File: src/rtl/xy_ctrl_pkg.sv
// Shared constants for the X/Y operand-register write arbiter.
// Holds FSM state encodings, register selectors and requester indices.
package xy_ctrl_pkg;

    localparam int DATA_W_DEFAULT = 16;

    localparam logic [1:0] ST_IDLE  = 2'd0;
    localparam logic [1:0] ST_WRITE = 2'd1;
    localparam logic [1:0] ST_ACK   = 2'd2;

    localparam logic SEL_X = 1'b0;
    localparam logic SEL_Y = 1'b1;

    localparam int REQ_ALU = 0;
    localparam int REQ_MEM = 1;

endpackage

File: src/rtl/xy_write_arbiter_rr_arb2.sv
// Two-way round-robin arbiter: passes requests straight through unless
// they contend, in which case the pointer picks the winner and then flips.
module rr_arb2
    import xy_ctrl_pkg::*;
(
    input  logic       clk,
    input  logic       reset,
    input  logic       en,
    input  logic       contend,
    input  logic [1:0] req,
    output logic [1:0] grant
);

    logic ptr;

    always_comb begin
        grant = 2'b00;
        if (en) begin
            if (contend) begin
                if (ptr == 1'b0) begin
                    grant[REQ_ALU] = 1'b1;
                end else begin
                    grant[REQ_MEM] = 1'b1;
                end
            end else begin
                grant = req;
            end
        end
    end

    // Pointer 0 favours the ALU; it only moves on a contested grant.
    always_ff @(posedge clk or negedge reset) begin
        if (!reset) begin
            ptr <= 1'b0;
        end else if (en && contend) begin
            ptr <= ~ptr;
        end
    end

endmodule

File: src/rtl/xy_write_arbiter.sv
// Arbitrates ALU write-back and memory loads into the X/Y operand registers,
// driving per-register strobes, registered value buses and completion acks.
module xy_write_arbiter
    import xy_ctrl_pkg::*;
#(
    parameter int DATA_W      = DATA_W_DEFAULT,
    parameter int HOLD_CYCLES = 1
) (
    input  logic              clk,
    input  logic              reset,
    input  logic              alu_req,
    input  logic              alu_sel,
    input  logic [DATA_W-1:0] alu_val,
    output logic              alu_ack,
    input  logic              mem_req,
    input  logic              mem_sel,
    input  logic [DATA_W-1:0] mem_val,
    output logic              mem_ack,
    output logic              x_acc_op,
    output logic              x_load,
    output logic              y_acc_op,
    output logic              y_load,
    output logic [DATA_W-1:0] acc_val,
    output logic [DATA_W-1:0] data_val,
    output logic              busy
);

    localparam int CNT_W = (HOLD_CYCLES > 1) ? $clog2(HOLD_CYCLES) : 1;

    logic [1:0]       state;
    logic [CNT_W-1:0] hold_cnt;
    logic             g_alu;
    logic             g_mem;
    logic             alu_tgt;
    logic             mem_tgt;
    logic [1:0]       req_vec;
    logic [1:0]       grant;
    logic             contend;
    logic             arb_en;
    logic             write_phase;
    logic             ack_phase;

    always_comb begin
        req_vec          = 2'b00;
        req_vec[REQ_ALU] = alu_req;
        req_vec[REQ_MEM] = mem_req;
    end

    // Different targets can be served together; only a shared target contends.
    assign contend = alu_req && mem_req && (alu_sel == mem_sel);
    assign arb_en  = (state == ST_IDLE);

    rr_arb2 u_arb (
        .clk     (clk),
        .reset   (reset),
        .en      (arb_en),
        .contend (contend),
        .req     (req_vec),
        .grant   (grant)
    );

    always_ff @(posedge clk or negedge reset) begin
        if (!reset) begin
            state    <= ST_IDLE;
            hold_cnt <= '0;
            g_alu    <= 1'b0;
            g_mem    <= 1'b0;
            alu_tgt  <= SEL_X;
            mem_tgt  <= SEL_X;
            acc_val  <= '0;
            data_val <= '0;
        end else begin
            case (state)
                ST_IDLE: begin
                    if (|grant) begin
                        state    <= ST_WRITE;
                        hold_cnt <= '0;
                        g_alu    <= grant[REQ_ALU];
                        g_mem    <= grant[REQ_MEM];
                        if (grant[REQ_ALU]) begin
                            alu_tgt <= alu_sel;
                            acc_val <= alu_val;
                        end
                        if (grant[REQ_MEM]) begin
                            mem_tgt  <= mem_sel;
                            data_val <= mem_val;
                        end
                    end
                end
                ST_WRITE: begin
                    if (hold_cnt == CNT_W'(HOLD_CYCLES - 1)) begin
                        state <= ST_ACK;
                    end else begin
                        hold_cnt <= hold_cnt + CNT_W'(1);
                    end
                end
                ST_ACK:  state <= ST_IDLE;
                default: state <= ST_IDLE;
            endcase
        end
    end

    assign write_phase = (state == ST_WRITE);
    assign ack_phase   = (state == ST_ACK);
    assign busy        = (state != ST_IDLE);

    assign x_acc_op = write_phase && g_alu && (alu_tgt == SEL_X);
    assign y_acc_op = write_phase && g_alu && (alu_tgt == SEL_Y);
    assign x_load   = write_phase && g_mem && (mem_tgt == SEL_X);
    assign y_load   = write_phase && g_mem && (mem_tgt == SEL_Y);

    assign alu_ack = ack_phase && g_alu;
    assign mem_ack = ack_phase && g_mem;

endmodule

File: config.mk
export PLATFORM = sky130hd
export DESIGN_NAME = xy_write_arbiter
export DESIGN_NICKNAME = d
export VERILOG_FILES = /design/src/rtl/xy_ctrl_pkg.sv /design/src/rtl/xy_write_arbiter_rr_arb2.sv /design/src/rtl/xy_write_arbiter.sv
export SDC_FILE = /design/constraint.sdc
export NUM_CORES = 1
export LEC_CHECK = 0
export ABC_AREA = 1
export CAP_MARGIN = 20
export CORE_ASPECT_RATIO = 1.75
export CORE_MARGIN = 3
export CORE_UTILIZATION = 44
export DETAILED_ROUTE_END_ITERATION = 10
export PLACE_DENSITY = 0.83
export RECOVER_POWER = 100
export SLEW_MARGIN = 10
export SYNTH_ARGS = -nofsm -noshare
export SYNTH_HDL_FRONTEND = slang
export SYNTH_HIERARCHICAL = 1
export SYNTH_SLANG_ARGS = --single-unit
File: constraint.sdc
create_clock -name clk -period 2.9 [get_ports clk]
set_clock_uncertainty 0.15 [all_clocks]
set_input_delay 0.29 -clock clk [delete_from_list [all_inputs] [get_ports clk]]
set_output_delay 0.29 -clock clk [all_outputs]
set_load 0.01 [all_outputs]
==> metrics.txt, run 1 <==
vias in the first global route 1483; status completed; multi-input logic area just under 600 um^2; num ports between 70 and 80; non-filler instance count after layout approximately 320; CP Max Fanout 10; max cap viols 0; ratio of cells with drive above 1 in the final layout between 5 and 6%; Reg power frac 37.0%; WP data required approximately 3.0 ns; Post-CTS Setup Bufs 0; post-synth top area share between 50% and 60%; WHS 0.314 ns; Clock transition at path regs 0.07 ns; unrepaired setup endpoints after global routing no; sequential share of the synthesized area about three fifths; Yosys warning count 6; CORE AREA between 0.003 and 0.004 mm^2; top sig layer met4; count of cell types in the netlist 16; Pwr Total ~2.6 mW; nets about 310; Post-synth top flop dfrtp_1; Routed Antenna Nets 0; met2 routed WL 2260 um; Final Hold Fails 0; routability cong. approximately 0.72; Cell Pwr Density approximately 1000 mW/mm^2; cell with the most instances after synthesis nand2_1; min Tclk post-route about 2.4 ns; clock network fraction of total power around 14%; Synth area leaders dfrtp_1 58%, nand2_1 18%, nand3_1 10%; Hold-fix buffers, CTS 1; vias after detailed routing between 1000 and 1500; area grow syn2layout 50.7%; Critical Path Start Type input port; Die Area 0.00461 mm^2; Internal Power roughly 1.5 mW; Buffers on Ports 76; die height 87.6 um; Worst slew margin ~36%; Ant. Diodes 0; sink count of the clock tree 39; TNS Setup 0 ns; Switch Pwr 1.01 mW; Worst Hold Class reg2reg; met1 WL about 1500 um; Post-synth top cells 82 x nand2_1, 39 x dfrtp_1, 34 x nand3_1; Final Util 69.5%; first drt pass iteration count 4; grt ovf 0; cell row count 29; Worst-Skew Late Latency slightly below 0.3 ns; Sw Share around 40%; Iter 0 DRT Violations 32; Worst-Margin Slew ~0.96 ns; met3 WL 227 um; Initial Util 46.1%; final WL 4090 um; Reg area 976 um^2; Mean Syn Cell Area 8.81 um^2; Vias/cell ~4.7; Worst setup EP type register; Comb power frac between 40% and 50%; Mapped Nets around 230; Leakage approximately 1.3 nW; Fillers approximately 300; first-pass GRT wire length between 6000 and 7000 um; fmax about 420 MHz; CTS Buf Count 5; initial antenna violation count 0; post-synthesis register bit count 39; final setup fails 0; Slew Limit Fails 0; Final period util around 81%; CP arrival between 2 and 2.5 ns; peak supply drop ~650 uV; critical path class in2reg; CTS tree built; placed cell count 306; Wirelength per Cell between 10 and 15 um; Tot GR Track Use roughly 20%; H-tree depth 2; cell area after synthesis around 0.0017 mm^2; Async SR Flop Fraction 100%; Mapped Cells 190; post_cts resized 0; clk buf depth 2; Post-synth EDFFs 0; DR DRC count 0; Root Driver clkbuf_8; chip width around 53 um; Yosys top cell by area dfrtp_1; pin count of the biggest net entering global routing 40; post-DP HPWL between 2000 and 3000 um
[state kept, by name, indices dropped and copies added, names as in the netlist]
name	count
state	2
mem_tgt	1
u_arb/ptr	1
g_mem	1
alu_tgt	1
g_alu	1
acc_val	16
data_val	16
[worst paths after layout]
| path | depth (start not counted) | slack [ns] | to | from |
|---|---|---|---|---|
| worst max-delay path | 10 | 0.55 | data_val[3]$_DFFE_PN0P_ | mem_sel |
| worst min-delay path | 2 | 0.31 | acc_val[14]$_DFFE_PN0P_ | acc_val[14]$_DFFE_PN0P_ |
| worst max register to register | 7 | 0.61 | acc_val[2]$_DFFE_PN0P_ | state[0]$_DFFE_PN0P_ |
| worst min register to register | 2 | 0.31 | acc_val[14]$_DFFE_PN0P_ | acc_val[14]$_DFFE_PN0P_ |
| max in group asynchronous | 2 | 1.47 | acc_val[7]$_DFFE_PN0P_ | reset |
| min in group asynchronous | 2 | 0.54 | data_val[8]$_DFFE_PN0P_ | reset |
[critical path, stage by stage]
cell,delay [ns]
dlygate4sd3_1,0.55
inv_1,0.05
nand2_1,0.05
nand2_1,0.05
nor2_1,0.20
nand2_1,0.12
a21oi_2,0.49
clkbuf_1,0.42
nand3_1,0.14
nand2_1,0.09
[layout make-up]
cell class	instances	share of cell area, %
Clock buffer	5	2.73
Clock inverter	3	0.595
Inverter	8	1.19
Multi-Input combinational cell	133	23.2
Sequential cell	39	38.7
Tap cell	46	2.28
Timing Repair Buffer	81	31.3
[cells by family after synthesis]
logic type      share of synthesized area (%)
compound gates                           1.35
buf+inv                                  6.88
flops                                    58.3
simple gates                             33.5
[through the flow]
step           worst slack (ns)  instance area (um^2)
2_1_floorplan              1.04                  1670
3_3_place_gp              0.571                  2440
3_5_place_dp              0.476                  2440
4_1_cts                   0.709                  2530
5_1_grt                   0.344                  2520
6_report                  0.546                  2520
[power by group through the flow]
stage                     registers, mW  logic (mW)  clock network [mW]
final                             0.945        1.26               0.347
after detailed placement          0.962        1.37                   0
after global placement            0.957        1.34                   0
after CTS                         0.955        1.38               0.358
after global routing              0.978        1.42               0.384
after floorplan                    1.05       0.647                   0
[layer usage]
layer	global-route usage, %	vias up
li1	-	754
met1	21.3	684
met2	34.6	43
met3	4.26	11
met4	10.0	0
met5	0	-
[cell usage in the layout (no fill, tap or decap), drive strengths merged]
cell type      count
a21oi              2
and3               2
buf                2
clkbuf             8
clkdlybuf4s50     36
clkinv             3
dfrtp             39
dlygate4sd3       40
inv                8
nand2             84
nand3             34
nand3b             1
nor2               9
o21ai              1
Power figures use the tool's default switching activity.
==> inputs of run 2 (changes only) <==
--- a/config.mk
+++ b/config.mk
@@ -9,9 +9,9 @@
 export CAP_MARGIN = 20
 export CORE_ASPECT_RATIO = 1.75
 export CORE_MARGIN = 3
-export CORE_UTILIZATION = 44
+export CORE_UTILIZATION = 37
 export DETAILED_ROUTE_END_ITERATION = 10
-export PLACE_DENSITY = 0.83
+export PLACE_DENSITY = 0.74
 export RECOVER_POWER = 100
 export SLEW_MARGIN = 10
 export SYNTH_ARGS = -nofsm -noshare
==> constraint.sdc (replaced) <==
create_clock -name clk -period 1.9 [get_ports clk]
set_clock_uncertainty 0.15 [all_clocks]
set_input_delay 0.19 -clock clk [delete_from_list [all_inputs] [get_ports clk]]
set_output_delay 0.19 -clock clk [all_outputs]
set_load 0.01 [all_outputs]
==> run 2 against run 1 <==
Total power is 54% higher. Via count is 0.27% higher. First-iteration DRC count is 47% higher. Flip-flop and latch count stayed put. Critical path type is now reg2out. Largest cell class unchanged. Highest routed layer unchanged.
==> metrics.txt, run 2 (synthesis gave the netlist of run 1 again) <==
Vias/cell 4.60 (was 4.74); Worst setup EP type primary output (was register); grt ovf 0 (unchanged); ratio of cells with drive above 1 in the final layout 8.33% (was 5.95%); Sw Share 38.9% (was 39.7%); Critical Path Max Stage Delay 0.54 ns (was 0.55 ns); vias after detailed routing 1496 (was 1492); area grow syn2layout 54.7% (was 50.7%); Die Area 0.00540 mm^2 (was 0.00461 mm^2); pin count of the biggest net entering global routing 20 (was 40); delay-heaviest family, CP buffers and inverters (unchanged); peak supply drop 941 uV (was 649 uV); final WL 4200 um (was 4090 um); Pwr Total 3.95 mW (was 2.55 mW); CP arrival 1.45 ns (was 2.44 ns); hold path depth 3 (was 2); Top Registers acc_val (16), data_val (16), state (2) (unchanged); Worst Hold Class in2reg (was reg2reg); unrepaired setup endpoints after global routing no (unchanged); status completed (unchanged); Tot GR Track Use 16.7% (was 19.6%); first-pass GRT wire length 6920 um (was 6720 um); Clock transition at path regs 0.07 ns (about the same); num ports 77 (unchanged); Initial Util 39.2% (was 46.1%); Ant. Diodes 0 (unchanged); nets 315 (was 306); Worst-Margin Slew 0.820 ns (was 0.959 ns); DR DRC count 0 (unchanged); Setup WS pre-CTS -0.153 ns (was 0.476 ns); Final period util ~94%; Final Hold Fails 0 (unchanged); clk buf depth 2 (unchanged); post-DP HPWL 3170 um (was 2980 um); final setup fails 0 (unchanged); chip width 56.8 um (was 52.6 um); worst r2r src state[1]$_DFFE_PN0P_ (was state[0]$_DFFE_PN0P_); Hold Crit Start alu_val[8] (was acc_val[14]$_DFFE_PN0P_); Root Driver clkbuf_8 (unchanged); worst path buffer plus inverter count 2 (was 3); CTS Buf Count 5 (unchanged); min Tclk post-route about 1.8 ns; Crit-path slowest cell clkdlybuf4s50_1 (was dlygate4sd3_1); critical path class reg2out (was in2reg); Worst-Skew Late Latency 0.28 ns (was 0.29 ns); routability cong. 0.716 (was 0.720); die height 95.0 um (was 87.6 um); Setup WS post-layout 0.106 ns (was 0.546 ns); CTS tree built (unchanged); Wirelength per Cell 12.9 um (was 13.0 um); Slew Limit Fails 0 (unchanged); sink count of the clock tree 39 (unchanged); fmax 557 MHz; WP data required 1.56 ns (was 2.99 ns); Leakage 1.34 nW (was 1.31 nW); H-tree depth 2 (unchanged); vias in the first global route 1489 (was 1483); commonest cells after routing, fill and taps aside 82 x nand2_1, 39 x dfrtp_1, 38 x clkdlybuf4s50_1 (was 83 x nand2_1, 40 x dlygate4sd3_1, 39 x dfrtp_1); Comb power frac 51.0% (was 49.4%); initial antenna violation count 0 (unchanged); CORE AREA 0.00427 mm^2 (was 0.00363 mm^2); Critical R2R Capture acc_val[10]$_DFFE_PN0P_ (was acc_val[2]$_DFFE_PN0P_); Cell Pwr Density 1520 mW/mm^2 (was 1010 mW/mm^2); Reg2Reg Depth 7 (unchanged); Internal Power 2.41 mW (was 1.54 mW); CP Max Fanout 3 (was 10); first drt pass iteration count 4 (unchanged); Buffers on Ports 76 (unchanged); Critical Path Start Type register (was input port); Reg power frac 36.4% (was 37.0%); Worst slew margin 45.3% (was 36.1%); reg2reg setup slack 0.27 ns (was 0.61 ns); max cap viols 0 (unchanged); Routed Antenna Nets 0 (unchanged); commonest non-fill, non-tap cell in the layout nand2_1 (unchanged); Switch Pwr 1.53 mW (was 1.01 mW); Cell Chain, Critical Path inv_1, and3_1, clkdlybuf4s50_1 (was dlygate4sd3_1, inv_1, nand2_1, nand2_1, nor2_1, nand2_1, a21oi_2, clkbuf_1, nand3_1, nand2_1); cell row count 31 (was 29); hold path endpoint acc_val[8]$_DFFE_PN0P_ (was acc_val[14]$_DFFE_PN0P_); Iter 0 DRT Violations 47 (was 32); clock network fraction of total power 12.6% (was 13.6%)
[run 2: cell types whose count changed in the layout (fill, tap and decap cells not counted), sizes merged]
cell,before,now
clkbuf,8,9
dlygate4sd2,0,5
dlygate4sd3,40,33
buf,2,11
clkinv,3,0
clkdlybuf4s50,36,38
[run 2: cell type report]
class	count	area (um^2)
clock buffers	6	72.6
fillers	381	1680
inverters	8	30.0
multi-input cells	133	596
flip-flops and latches	39	976
well taps	49	61.3
repair buffers	90	855
[run 2: how the worst max path moves through the flow]
stage	from	to	slack (ns)	depth (start not counted)
finish	state[0]$_DFFE_PN0P_	mem_ack	0.11	3
global route	state[0]$_DFFE_PN0P_	y_load	0.02	5
CTS	state[0]$_DFFE_PN0P_	alu_ack	0.09	3
detailed placement	mem_sel	data_val[0]$_DFFE_PN0P_	-0.15	10
global placement	mem_sel	data_val[3]$_DFFE_PN0P_	-0.12	10
floorplan	state[0]$_DFFE_PN0P_	acc_val[10]$_DFFE_PN0P_	0.04	10
[run 2: metrics by stage]
step                      hold WS, ns  setup TNS (ns)  util (%)  area (um^2)  std cells
after floorplan                -0.256               0         -         1670        190
after global placement        -0.0410           -3.20      58.9         2510        317
after detailed placement      -0.0358           -4.04      58.9         2510        317
after CTS                       0.196               0      60.9         2600        325
after global routing            0.312               0      60.7         2590        325
final                           0.308               0      60.7         2590        325
[run 2: repair_timing]
item                                    CTS  global route
hold buffers                              1             0
setup buffers                             1             0
endpoints found under the setup margin    4             2
gates resized for setup                   6             1
endpoints found under the hold margin    13             0
[run 2: per-layer routing]
metal | vias up | track usage [%] | part of all wire (%)
met4 | 0 | 7.54 | 2.2
li1 | 771 | - | -
met1 | 676 | 18.1 | 38
met3 | 7 | 3.28 | 4.1
met5 | - | 0 | 0
met2 | 42 | 30.8 | 55
[run 2: worst register-to-register path: cells and delay by family (launching register included)]
| family | cells | cell delay (ns) |
|---|---|---|
| AO/OA/AOI/OAI | 1 | 0.19 |
| buffers and inverters | 2 | 0.41 |
| flip-flops | 1 | 0.38 |
| AND/OR/NAND/NOR | 4 | 0.45 |
[run 2: power groups by stage]
stage	Combinational [mW]	Clock (mW)	Sequential (mW)
final	2.01	0.498	1.44
after global routing	2.24	0.564	1.49
after CTS	2.19	0.521	1.46
after detailed placement	2.19	0	1.47
after global placement	2.15	0	1.46
after floorplan	0.988	0	1.60
==> inputs of run 3 (changes only) <==
--- a/config.mk
+++ b/config.mk
@@ -9,9 +9,9 @@
 export CAP_MARGIN = 20
 export CORE_ASPECT_RATIO = 1.75
 export CORE_MARGIN = 3
-export CORE_UTILIZATION = 37
+export CORE_UTILIZATION = 44
 export DETAILED_ROUTE_END_ITERATION = 10
-export PLACE_DENSITY = 0.74
+export PLACE_DENSITY = 0.83
 export RECOVER_POWER = 100
 export SLEW_MARGIN = 10
 export SYNTH_ARGS = -nofsm -noshare
==> constraint.sdc (replaced) <==
create_clock -name clk -period 2.3 [get_ports clk]
set_clock_uncertainty 0.15 [all_clocks]
set_input_delay 0.23 -clock clk [delete_from_list [all_inputs] [get_ports clk]]
set_output_delay 0.23 -clock clk [all_outputs]
set_load 0.01 [all_outputs]
==> run 3 against run 2 <==
Core utilization is 9.0 points higher. Critical path depth is 1 higher. Hold slack better by 0.0089 ns. Flip-flop and latch count stayed put. Sequential share of layout area is 0.91 points higher. Total power is 17% lower. Cell area is 2.4% lower. Combinational power is 21% lower.
==> metrics.txt, run 3 (synthesis gave the netlist of run 1 again) <==
status completed (unchanged); Worst Hold Class reg2reg (was in2reg); vias after detailed routing 1535 (was 1496); die height 87.6 um (was 95.0 um); non-filler instance count after layout 316 (was 325); Vias/cell 4.86 (was 4.60); Initial Util 46.1% (was 39.2%); post_cts resized 0 (was 6); CP arrival 1.73 ns (was 1.45 ns); final setup fails 0 (unchanged); GRT Max-Usage Layer met2 (unchanged); CTS Buf Count 5 (unchanged); Die Area 0.00461 mm^2 (was 0.00540 mm^2); CP Max Fanout 4 (was 3); routability cong. 0.733 (was 0.716); WP data required 1.92 ns (was 1.56 ns); Cell Chain, Critical Path nor2_1, nand2_1, nor2_1, dlygate4sd3_1 (was inv_1, and3_1, clkdlybuf4s50_1); Critical path origin state[1]$_DFFE_PN0P_ (was state[0]$_DFFE_PN0P_); chip width 52.6 um (was 56.8 um); M3 GR Usage 3.92% (was 3.28%); num ports 77 (unchanged); final WL 4290 um (was 4200 um); Post-DP Area 0.00244 mm^2 (was 0.00251 mm^2); Wirelength per Cell 13.6 um (was 12.9 um); CORE AREA 0.00363 mm^2 (was 0.00427 mm^2); area grow syn2layout 51.0% (was 54.7%); worst path buffer plus inverter count 1 (was 2); Slew Limit Fails 0 (unchanged); min Tclk post-route around 2.1 ns; Worst setup EP type primary output (unchanged); first-pass GRT wire length 6980 um (was 6920 um); ratio of cells with drive above 1 in the final layout 5.56% (was 8.33%); critical path class reg2out (unchanged); Worst slew margin 36.3% (was 45.3%); Root Driver clkbuf_8 (unchanged); Critical Path Max Stage Delay 0.63 ns (was 0.54 ns); H-tree depth 2 (unchanged); grt ovf 0 (unchanged); CTS tree built (unchanged); met2 Resource Use GR 38.3% (was 30.8%); commonest non-fill, non-tap cell in the layout nand2_1 (unchanged); Critical Path Start Type register (unchanged); Top Registers acc_val (16), data_val (16), state (2) (unchanged); sink count of the clock tree 39 (unchanged); Post-CTS Setup Bufs 0 (was 1); vias in the first global route 1519 (was 1489); Final period util 91.8%; Final Hold Fails 0 (unchanged); Iter 0 DRT Violations 23 (was 47); Tot GR Track Use 20.8% (was 16.7%); commonest cells after routing, fill and taps aside 83 x nand2_1, 39 x dfrtp_1, 39 x clkdlybuf4s50_1 (was 82 x nand2_1, 39 x dfrtp_1, 38 x clkdlybuf4s50_1); CP dominant cell by count nor2_1; peak supply drop 846 uV (was 941 uV); post-DP HPWL 3160 um (was 3170 um); first drt pass iteration count 5 (was 4); Buffers on Ports 76 (unchanged); pin count of the biggest net entering global routing 40 (was 20); initial antenna violation count 0 (unchanged); Ant. Diodes 0 (unchanged); cell row count 29 (was 31); fmax 474 MHz; placed cell count 307 (was 317); Crit-path slowest cell dlygate4sd3_1 (was clkdlybuf4s50_1); Cell Pwr Density 1300 mW/mm^2 (was 1520 mW/mm^2); Clock transition at path regs 0.08 ns (was 0.07 ns); delay-heaviest family, CP buffers and inverters (unchanged); TNS Setup 0 ns (unchanged); Finished Cell Area 0.00253 mm^2 (was 0.00259 mm^2); unrepaired setup endpoints after global routing no (unchanged); Leakage 1.30 nW (was 1.34 nW); DR DRC count 0 (unchanged); Hold Crit Start acc_val[6]$_DFFE_PN0P_ (was alu_val[8]); met1 usage 21.9% (was 18.1%); Worst-Margin Slew 0.955 ns (was 0.820 ns); clk buf depth 2 (unchanged); nets 307 (was 315); max cap viols 0 (unchanged); worst r2r src state[1]$_DFFE_PN0P_ (unchanged); Worst-Skew Late Latency 0.29 ns (was 0.28 ns); Hold-fix buffers, CTS 1 (unchanged); Routed Antenna Nets 0 (unchanged)
[run 3: cell types whose count changed in the layout (fill, tap and decap cells not counted), moves of 2 or more]
| cell | previous run | this run |
|---|---|---|
| a21oi_1 | 0 | 2 |
| buf_4 | 10 | 3 |
| clkbuf_8 | 5 | 7 |
| dlygate4sd2_1 | 5 | 0 |
| dlygate4sd3_1 | 33 | 37 |
[run 3: stage by stage]
stage	utilization, %	setup WS [ns]	hold slack [ns]	power, mW
4_1_cts	70.5	0.188	0.327	3.50
2_1_floorplan	-	0.442	-0.216	2.14
6_report	69.7	0.188	0.317	3.29
3_5_place_dp	67.4	0.166	0.236	2.97
3_3_place_gp	67.4	0.233	0.232	2.91
5_1_grt	69.7	0.0538	0.337	3.58
[run 3: path summary, 6_finish.rpt]
check | end | slack [ns] | cells after the start
worst max-delay path | x_acc_op | 0.19 | 4
worst min-delay path | acc_val[6]$_DFFE_PN0P_ | 0.32 | 2
worst max register to register | data_val[14]$_DFFE_PN0P_ | 0.26 | 6
worst min register to register | acc_val[6]$_DFFE_PN0P_ | 0.32 | 2
max in group asynchronous | u_arb/ptr$_DFFE_PN0P_ | 0.95 | 2
min in group asynchronous | acc_val[15]$_DFFE_PN0P_ | 0.46 | 2
[run 3: report_power, final]
group | switching [mW] | internal (mW) | leakage (nW)
registers | 0.173 | 1.02 | 0.483
clock network | 0.241 | 0.273 | 0.0505
logic | 0.866 | 0.719 | 0.771
total | 1.28 | 2.01 | 1.30
[run 3: per-layer routing]
layer  share of wire [%]  vias to the layer above
li1                    -                      758
met1                  36                      715
met2                  57                       54
met3                 4.9                        8
met4                 2.5                        0
met5                   0                        -
[run 3: area by class of cell]
cell class	count	area, um^2
clock inverters	1	7.51
inverters	8	30.0
repair buffers	82	797
flip-flops and latches	39	976
multi-input cells	133	564
clock buffers	7	96.3
fillers	288	1100
well taps	46	57.6
[run 3: tightest hold or removal path: cells and delay by family (launching register included)]
kind             cells  cell delay [ns]
and+or+nand+nor      2             0.10
DFF                  1             0.34
